$ cat config.mk
export PLATFORM = sky130hd
export DESIGN_NAME = instr_issue_buffer
export DESIGN_NICKNAME = d
export VERILOG_FILES = /design/src/rtl/instr_issue_buffer.sv
export SDC_FILE = /design/constraint.sdc
export NUM_CORES = 2
export LEC_CHECK = 0
export CORE_UTILIZATION = 40
export DETAILED_ROUTE_END_ITERATION = 16
export HOLD_SLACK_MARGIN = 0.08
export PLACE_DENSITY = 0.56
export SYNTH_ARGS = -nofsm -noshare
export SYNTH_HDL_FRONTEND = slang
export SYNTH_SLANG_ARGS = --single-unit
$ cat constraint.sdc
create_clock -name clk -period 9.41 [get_ports clk]
set_clock_uncertainty 0.15 [all_clocks]
set_input_delay 0.941 -clock clk [delete_from_list [all_inputs] [get_ports clk]]
set_output_delay 0.941 -clock clk [all_outputs]
set_load 0.01 [all_outputs]
$ cat src/rtl/instr_issue_buffer.sv
// rtl/instr_issue_buffer.sv - multi-lane in-order issue packet buffer (optional same-cycle bypass: INSTR_ISSUE_BUFFER_BYPASS_EN)
module instr_issue_buffer #(
  parameter int XLEN   = 32,
  parameter int REG_W  = 6,
  parameter int FLAG_W = 8,
  parameter int NAME_W = 8,
  parameter int ST_W   = 2,
  parameter int WIDTH  = 2,
  parameter int DEPTH  = 8,
  localparam int PKT_W  = 2*XLEN + 4*REG_W + FLAG_W + NAME_W + ST_W,
  localparam int TAKE_W = $clog2(WIDTH+1),
  localparam int CNT_W  = $clog2(DEPTH+1)
) (
  input  logic                   clk,
  input  logic                   reset,
  input  logic                   flush,
  input  logic [WIDTH-1:0]       in_valid,
  input  logic [WIDTH*PKT_W-1:0] in_data,
  output logic                   in_ready,
  output logic [WIDTH-1:0]       out_valid,
  output logic [WIDTH*PKT_W-1:0] out_data,
  input  logic [TAKE_W-1:0]      out_take,
  output logic [CNT_W-1:0]       count,
  output logic                   full,
  output logic                   empty
);
  localparam int PTR_W = $clog2(DEPTH);
  localparam logic [CNT_W-1:0] DEPTH_C = CNT_W'(DEPTH);
  localparam logic [CNT_W-1:0] WIDTH_C = CNT_W'(WIDTH);

  logic [PKT_W-1:0] mem [DEPTH];
  logic [PTR_W-1:0] rd_ptr;
  logic [PTR_W-1:0] wr_ptr;
  logic [CNT_W-1:0] n_push;
  logic [CNT_W-1:0] n_push_acc;
  logic [CNT_W-1:0] n_pop;
  logic [CNT_W-1:0] n_skip;
  logic [CNT_W-1:0] avail;
  logic             run;
  logic             push_acc;
  logic             bypass;

  // Only the leading run of valid lanes counts; lanes after the first gap are ignored.
  always_comb begin
    n_push = '0;
    run    = 1'b1;
    for (int i = 0; i < WIDTH; i++) begin
      run = run & in_valid[i];
      if (run) n_push = n_push + CNT_W'(1);
    end
  end

  // Readiness depends on registered occupancy only, so out_take never reaches in_ready.
  assign in_ready   = !reset && !flush && ((DEPTH_C - count) >= WIDTH_C);
  assign push_acc   = in_ready && (n_push != '0);
  assign n_push_acc = push_acc ? n_push : '0;

`ifdef INSTR_ISSUE_BUFFER_BYPASS_EN
  assign bypass = in_ready && (count == '0);
`else
  assign bypass = 1'b0;
`endif

  // Lanes the consumer can see this cycle: stored entries, or the incoming group when bypassing.
  assign avail  = bypass ? n_push_acc : count;
  // Lanes taken straight off the input are never written to storage.
  assign n_skip = bypass ? n_pop : '0;

  // Clamp the requested take to what is visible and to the lane count.
  always_comb begin
    n_pop = CNT_W'(out_take);
    if (n_pop > avail)   n_pop = avail;
    if (n_pop > WIDTH_C) n_pop = WIDTH_C;
  end

  // Present the oldest WIDTH entries; the bypass group overrides when the buffer is empty.
  always_comb begin
    out_valid = '0;
    out_data  = '0;
    for (int i = 0; i < WIDTH; i++) begin
      out_valid[i]                = count > CNT_W'(i);
      out_data[i*PKT_W +: PKT_W]  = mem[rd_ptr + PTR_W'(i)];
    end
`ifdef INSTR_ISSUE_BUFFER_BYPASS_EN
    if (bypass) begin
      for (int i = 0; i < WIDTH; i++) out_valid[i] = n_push > CNT_W'(i);
      out_data = in_data;
    end
`endif
  end

  // Storage write: untaken accepted lanes land contiguously from wr_ptr, wrapping mod DEPTH.
  always_ff @(posedge clk) begin
    for (int i = 0; i < WIDTH; i++) begin
      if (push_acc && (CNT_W'(i) < n_push) && (CNT_W'(i) >= n_skip))
        mem[wr_ptr + PTR_W'(i) - PTR_W'(n_skip)] <= in_data[i*PKT_W +: PKT_W];
    end
  end

  // Pointer and occupancy update; flush discards the same-cycle push and pop.
  always_ff @(posedge clk or posedge reset) begin
    if (reset) begin
      rd_ptr <= '0;
      wr_ptr <= '0;
      count  <= '0;
    end else if (flush) begin
      rd_ptr <= '0;
      wr_ptr <= '0;
      count  <= '0;
    end else begin
      wr_ptr <= wr_ptr + PTR_W'(n_push_acc - n_skip);
      rd_ptr <= rd_ptr + PTR_W'(n_pop - n_skip);
      count  <= count + n_push_acc - n_pop;
    end
  end

  assign full  = count > (DEPTH_C - WIDTH_C);
  assign empty = (count == '0);

`ifndef SYNTHESIS
  a_count_bound: assert property (@(posedge clk) disable iff (reset) count <= DEPTH_C);
  a_no_overfill: assert property (@(posedge clk) disable iff (reset)
                                  !(push_acc && ((DEPTH_C - count) < WIDTH_C)));
`endif

endmodule
* Word level (Yosys, flattened, before mapping)
Memories as Yosys holds them, arrays and structs flattened.
Cells that the tools add are included.
** Cells by class
- Add/subtract/negate cells :: 8
- $lt $le $gt $ge :: 8
- Multiplexer cells :: 12
- Bitwise gates (word level) :: 1
- Reduce and logical (&&, ||, !) cells :: 9
** Operators by type and width (count)
- two-way mux 4 bit :: 4
- greater-than comparator 4 x 1 -> 1 bit, second input constant :: 2
- adder 3 x 1 -> 3 bit, second input constant :: 2
- adder 3 bit :: 2
- two-way mux 3 bit :: 2
- logical AND 1 bit :: 5
- two-way mux 1 bit :: 5
- adder 4 bit :: 1
- >= comparator 4 x 2 -> 1 bit, second input constant :: 1
- greater-than comparator 2 x 4 -> 1 bit :: 1
- greater-than comparator 4 x 2 -> 1 bit, second input constant :: 1
- greater-than comparator 4 x 3 -> 1 bit, second input constant :: 1
- zero test 4 bit :: 1
- less-than comparator 1 x 2 -> 1 bit, first input constant :: 2
- nonzero test 4 bit :: 1
- subtractor 4 bit :: 1
- subtractor 4 bit, first input constant :: 1
- adder 1 x 1 -> 2 bit, second input constant :: 1
- zero test 1 bit :: 2
- two-way mux 2 bit :: 1
- AND 1 bit :: 1
** Word-level totals
- Bits in registers :: 10
- Bits in writable memories :: 848
- Input port bits :: 219
- Logic and storage cells :: 42
- Memories kept :: 1
** Memories
- mem :: words 8, bits a word 106, rd ports 2, clocked after Yosys merged registers in 0, write ports 2, RTL line 31 : logic [PKT_W-1:0] mem [DEPTH];

* Longest topological paths before layout
- Depth after elaboration :: 9
- Mapped depth :: 14

* Worst setup path after synthesis
Ideal clock, no wire load.
- Path kind :: input -> register
- Start point :: in reset
- End point :: mem mem[2][0] (netlist bit) (enable)
- Library setup time :: 0.605 ns
- Arrival :: 6.681 ns
- Data required time :: 8.655 ns
- Setup slack :: 1.973 ns
- Stages on the path :: 4
- Buffers on the path :: 1
- Cells stage by stage :: nor4bb_1 buf_2 nand4_1 a21oi_1
** RTL lines
- start: declaration :: RTL line 15 : input logic reset,
- end: declaration :: RTL line 31

* Worst setup path after layout
- Start point :: reg rd_ptr[1]
- End point :: out out_data[23]
** Between the ends
- Cells in the longest elaborated chain, start to end :: 1
** Ends and longest elaborated chain
- start: declaration :: RTL line 32 : logic [PTR_W-1:0] rd_ptr;
- start signal: assignment :: RTL line 112 : rd_ptr <= rd_ptr + PTR_W'(n_pop - n_skip);
- memory (8 x 106 bit)
- end: declaration :: RTL line 21 : output logic [WIDTH*PKT_W-1:0] out_data,
No other way between the ends.

==> flow_metrics.tcl <==
set metrics [dict create \
    cts.path.max_buffers 3 \
    cts-root-buf "clkbuf_16" \
    reg2reg_setup_slack_ns 5.08 \
    hold_path_end "wr_ptr[2]" \
    cts-htree-levels 3 \
    cts.sinks 858 \
    grt_pass1_vias 31180 \
    post_synth_num_cell_types 39 \
    grt_usage_pct 24.1 \
    place_ws_ns 4.11 \
    cellLeakagePower_nw 17.9 \
    maxSlewHeadroom_pct 25.1 \
    clk_latency_ns 0.69 \
    syn_to_final_growth_pct 19.0 \
    synth_compound_area_share_pct 0.349 \
    synth_fa_ha_area_share_pct 0.571 \
    netlist_area_um2 49100 \
    drv_slew 0 \
    wl_um 151000 \
    tns_ns 0 \
    worstPathRequired_ns 8.32 \
    syn-num-nets 2912 \
    antenna_left 0 \
    crit_family "buffers and inverters" \
    min_path_cells 2 \
    power_density_nw_per_um2 247 \
    setup_viol 0 \
    synth_top_family_by_area "multiplexers" \
    grt_start_max_net_pins 143 \
    hold_path.startpoint "wr_ptr[2]" \
    r2r_start "wr_ptr[0]" \
    r2r-end "mem[0][19]" \
    cts_buffers 101 \
    arrival_ns 4.79 \
    hold_violations 0 \
    cp_max_fo 41 \
    synth_commonest_cells "1,046 x mux2_2, 848 x edfxtp_1, 424 x mux4_2" \
    synth_most_common_cell "mux2_2" \
    max_stage_delay_ns 0.88 \
    min_path_type "reg -> reg" \
    async_reset_ff_share_pct 1.17 \
    post_cts_resized 0 \
    gp_congestion 0.764 \
    vias 28679 \
    final_layout_size_suffix_gt1_share_pct 53.7 \
    seq_area_frac_synth_pct 52.4 \
    cts_tree "done" \
    period_share_pct 62.5 \
    dieArea_um2 124000 \
    path_clk_slew_ns 0.06 \
    synth_ff_type "edfxtp_1" \
    rsz0062_at_grt "false" \
    cp_common_cell "buf_4" \
    worst_pin_slew_ns 1.12 \
    fp.dieH_um 352 \
    die_w_um 352 \
    start_kind "flop" \
    dr.pass1.iters 7 \
    path_buf_inv 3 \
    grt_overflow 0 \
    crit_path_end_kind "primary output" \
    cts_setup_buffers 0 \
    io_buffers 439 \
    setup_ws_ns 3.53 \
    drt-initial-drc-count 2132 \
    synth_top_area_share_pct 51.9 \
    wl_per_cell_um 31.5 \
    placed_area_um2 55200 \
    postCtsHoldBufs 0 \
    grt_pass1_wl_um 218000 \
    vdd_drop_max_mv 0.260 \
    start_util_pct 40.3 \
    dpl.hpwl_um 87200 \
    synth-seq-cells 858 \
    r2r_cells 7 \
    fillers 10192 \
    drv_cap 0 \
    synth_warnings 0 \
    ios 440 \
    core_area_um2 122000 \
    synth_edf_count 848 \
    drt_drc_violations_left 0 \
    multiInputGateArea_um2 22500 \
    synth_area_leaders "edfxtp_1 52%, mux2_2 24%, mux4_2 19%" \
    path_cells "buf_4 > buf_4 > mux4_2 > mux2_2 > clkdlybuf4s50_1" \
    synthMuxAreaShare_pct 43.8 \
    crit_path_top_delay_cell "dfrtp_4" \
    final_cell_area_um2 58500 \
    antenna_found_initial 38 \
    fmax_mhz 170 \
    synth_top_area_cell "edfxtp_1" \
    critPathKind "reg -> out" \
    syn_inst 2673 \
    synthSimpleGateAreaFrac_pct 0.599 \
    synth-xor-area-share_pct 0.176 \
    period_minus_slack_ns 5.88 \
    syn_avg_cell_area_um2 18.4 \
    regArea_um2 25700 \
    outcome "finished, final reports clean" \
    rows 128 \
    num-nets-final 3299 \
    vias_per_cell 5.99 \
]
## kinds of logic after synthesis
group | after synthesis
compound gates | 25
xor+xnor | 9
fa+ha+maj | 20
buf+inv | 223
flops | 858
mux | 1484
simple gates | 54
## power by group
group          internal [W]  switching, W  total (W)
logic               0.00327       0.00286    0.00613
registers           0.00433      0.000142    0.00447
clock network       0.00225       0.00158    0.00383
## flip-flops by register name (all words and copies together), names as in the netlist
name    flops
mem       848
wr_ptr      3
rd_ptr      3
count       4
## area by class of cell
cell class                 count  share of cell area [%]
antenna                       16                  0.0685
clock buffer                 133                    4.67
clock inverter                57                   0.818
inverter                      12                  0.0771
multi-input combinational   1592                    38.5
sequential                   858                    44.0
tap                         1625                    3.48
timing repair buffer         495                    8.39
## how the worst max path moves through the flow
stage          startpoint            to  slack, ns  cells past startpoint
2_1_floorplan       reset     mem[2][0]       1.97                      4
3_3_place_gp    rd_ptr[1]  out_data[23]       4.15                      5
3_5_place_dp    rd_ptr[1]  out_data[23]       4.11                      5
4_1_cts         rd_ptr[1]  out_data[23]       3.36                      5
5_1_grt         rd_ptr[1]  out_data[23]       3.19                      5
6_report        rd_ptr[1]  out_data[23]       3.53                      5
## cells in the final DEF, fill, tap and decap left out, types with 2 or more instances in the layout
master,n
nor3_1,3
bufinv_16,8
fa_1,4
clkbuf_16,103
a21oi_4,15
diode_2,16
nor3_2,2
inv_1,12
nor2_1,7
dfrtp_4,3
dfrtp_1,7
nand2_1,10
nand3_1,9
nor2b_1,9
clkbuf_8,4
mux4_2,424
nand4_1,4
clkinv_2,17
xor2_1,2
mux2_2,1046
clkinv_1,25
inv_6,5
clkdlybuf4s50_1,439
clkbuf_1,26
buf_4,49
a21oi_1,3
ha_1,15
buf_12,7
mux2_1,14
and2_1,3
xnor2_1,5
edfxtp_1,848
clkinvlp_4,2
## tightest hold or removal path, delay by kind of cell, from the launching register on
kind / cells / cell delay [ns]
xor gates and xnor gates: 1 / 0.11
DFF: 1 / 0.52
and+or+nand+nor: 1 / 0.09
## stage by stage
| step | util, % | total power (W) | hold slack, ns | instances |
|---|---|---|---|---|
| after floorplan | - | 0.00802 | 0.458 | 2673 |
| after global placement | 45.4 | 0.0107 | 0.550 | 4582 |
| after detailed placement | 45.4 | 0.0107 | 0.591 | 4582 |
| after CTS | 48.0 | 0.0146 | 0.593 | 4772 |
| after global routing | 48.0 | 0.0150 | 0.648 | 4785 |
| final | 48.0 | 0.0144 | 0.615 | 4788 |
## routing by layer
metal  track usage [%]  part of all wire (%)  vias to the layer above
met3              5.91                   7.2                      237
li1                  -                     -                    12085
met1              31.7                    41                    15372
met5                 0                  0.14                        -
met4              8.48                   3.1                       36
met2              39.0                    48                      949
Power figures use the tool's default switching activity.
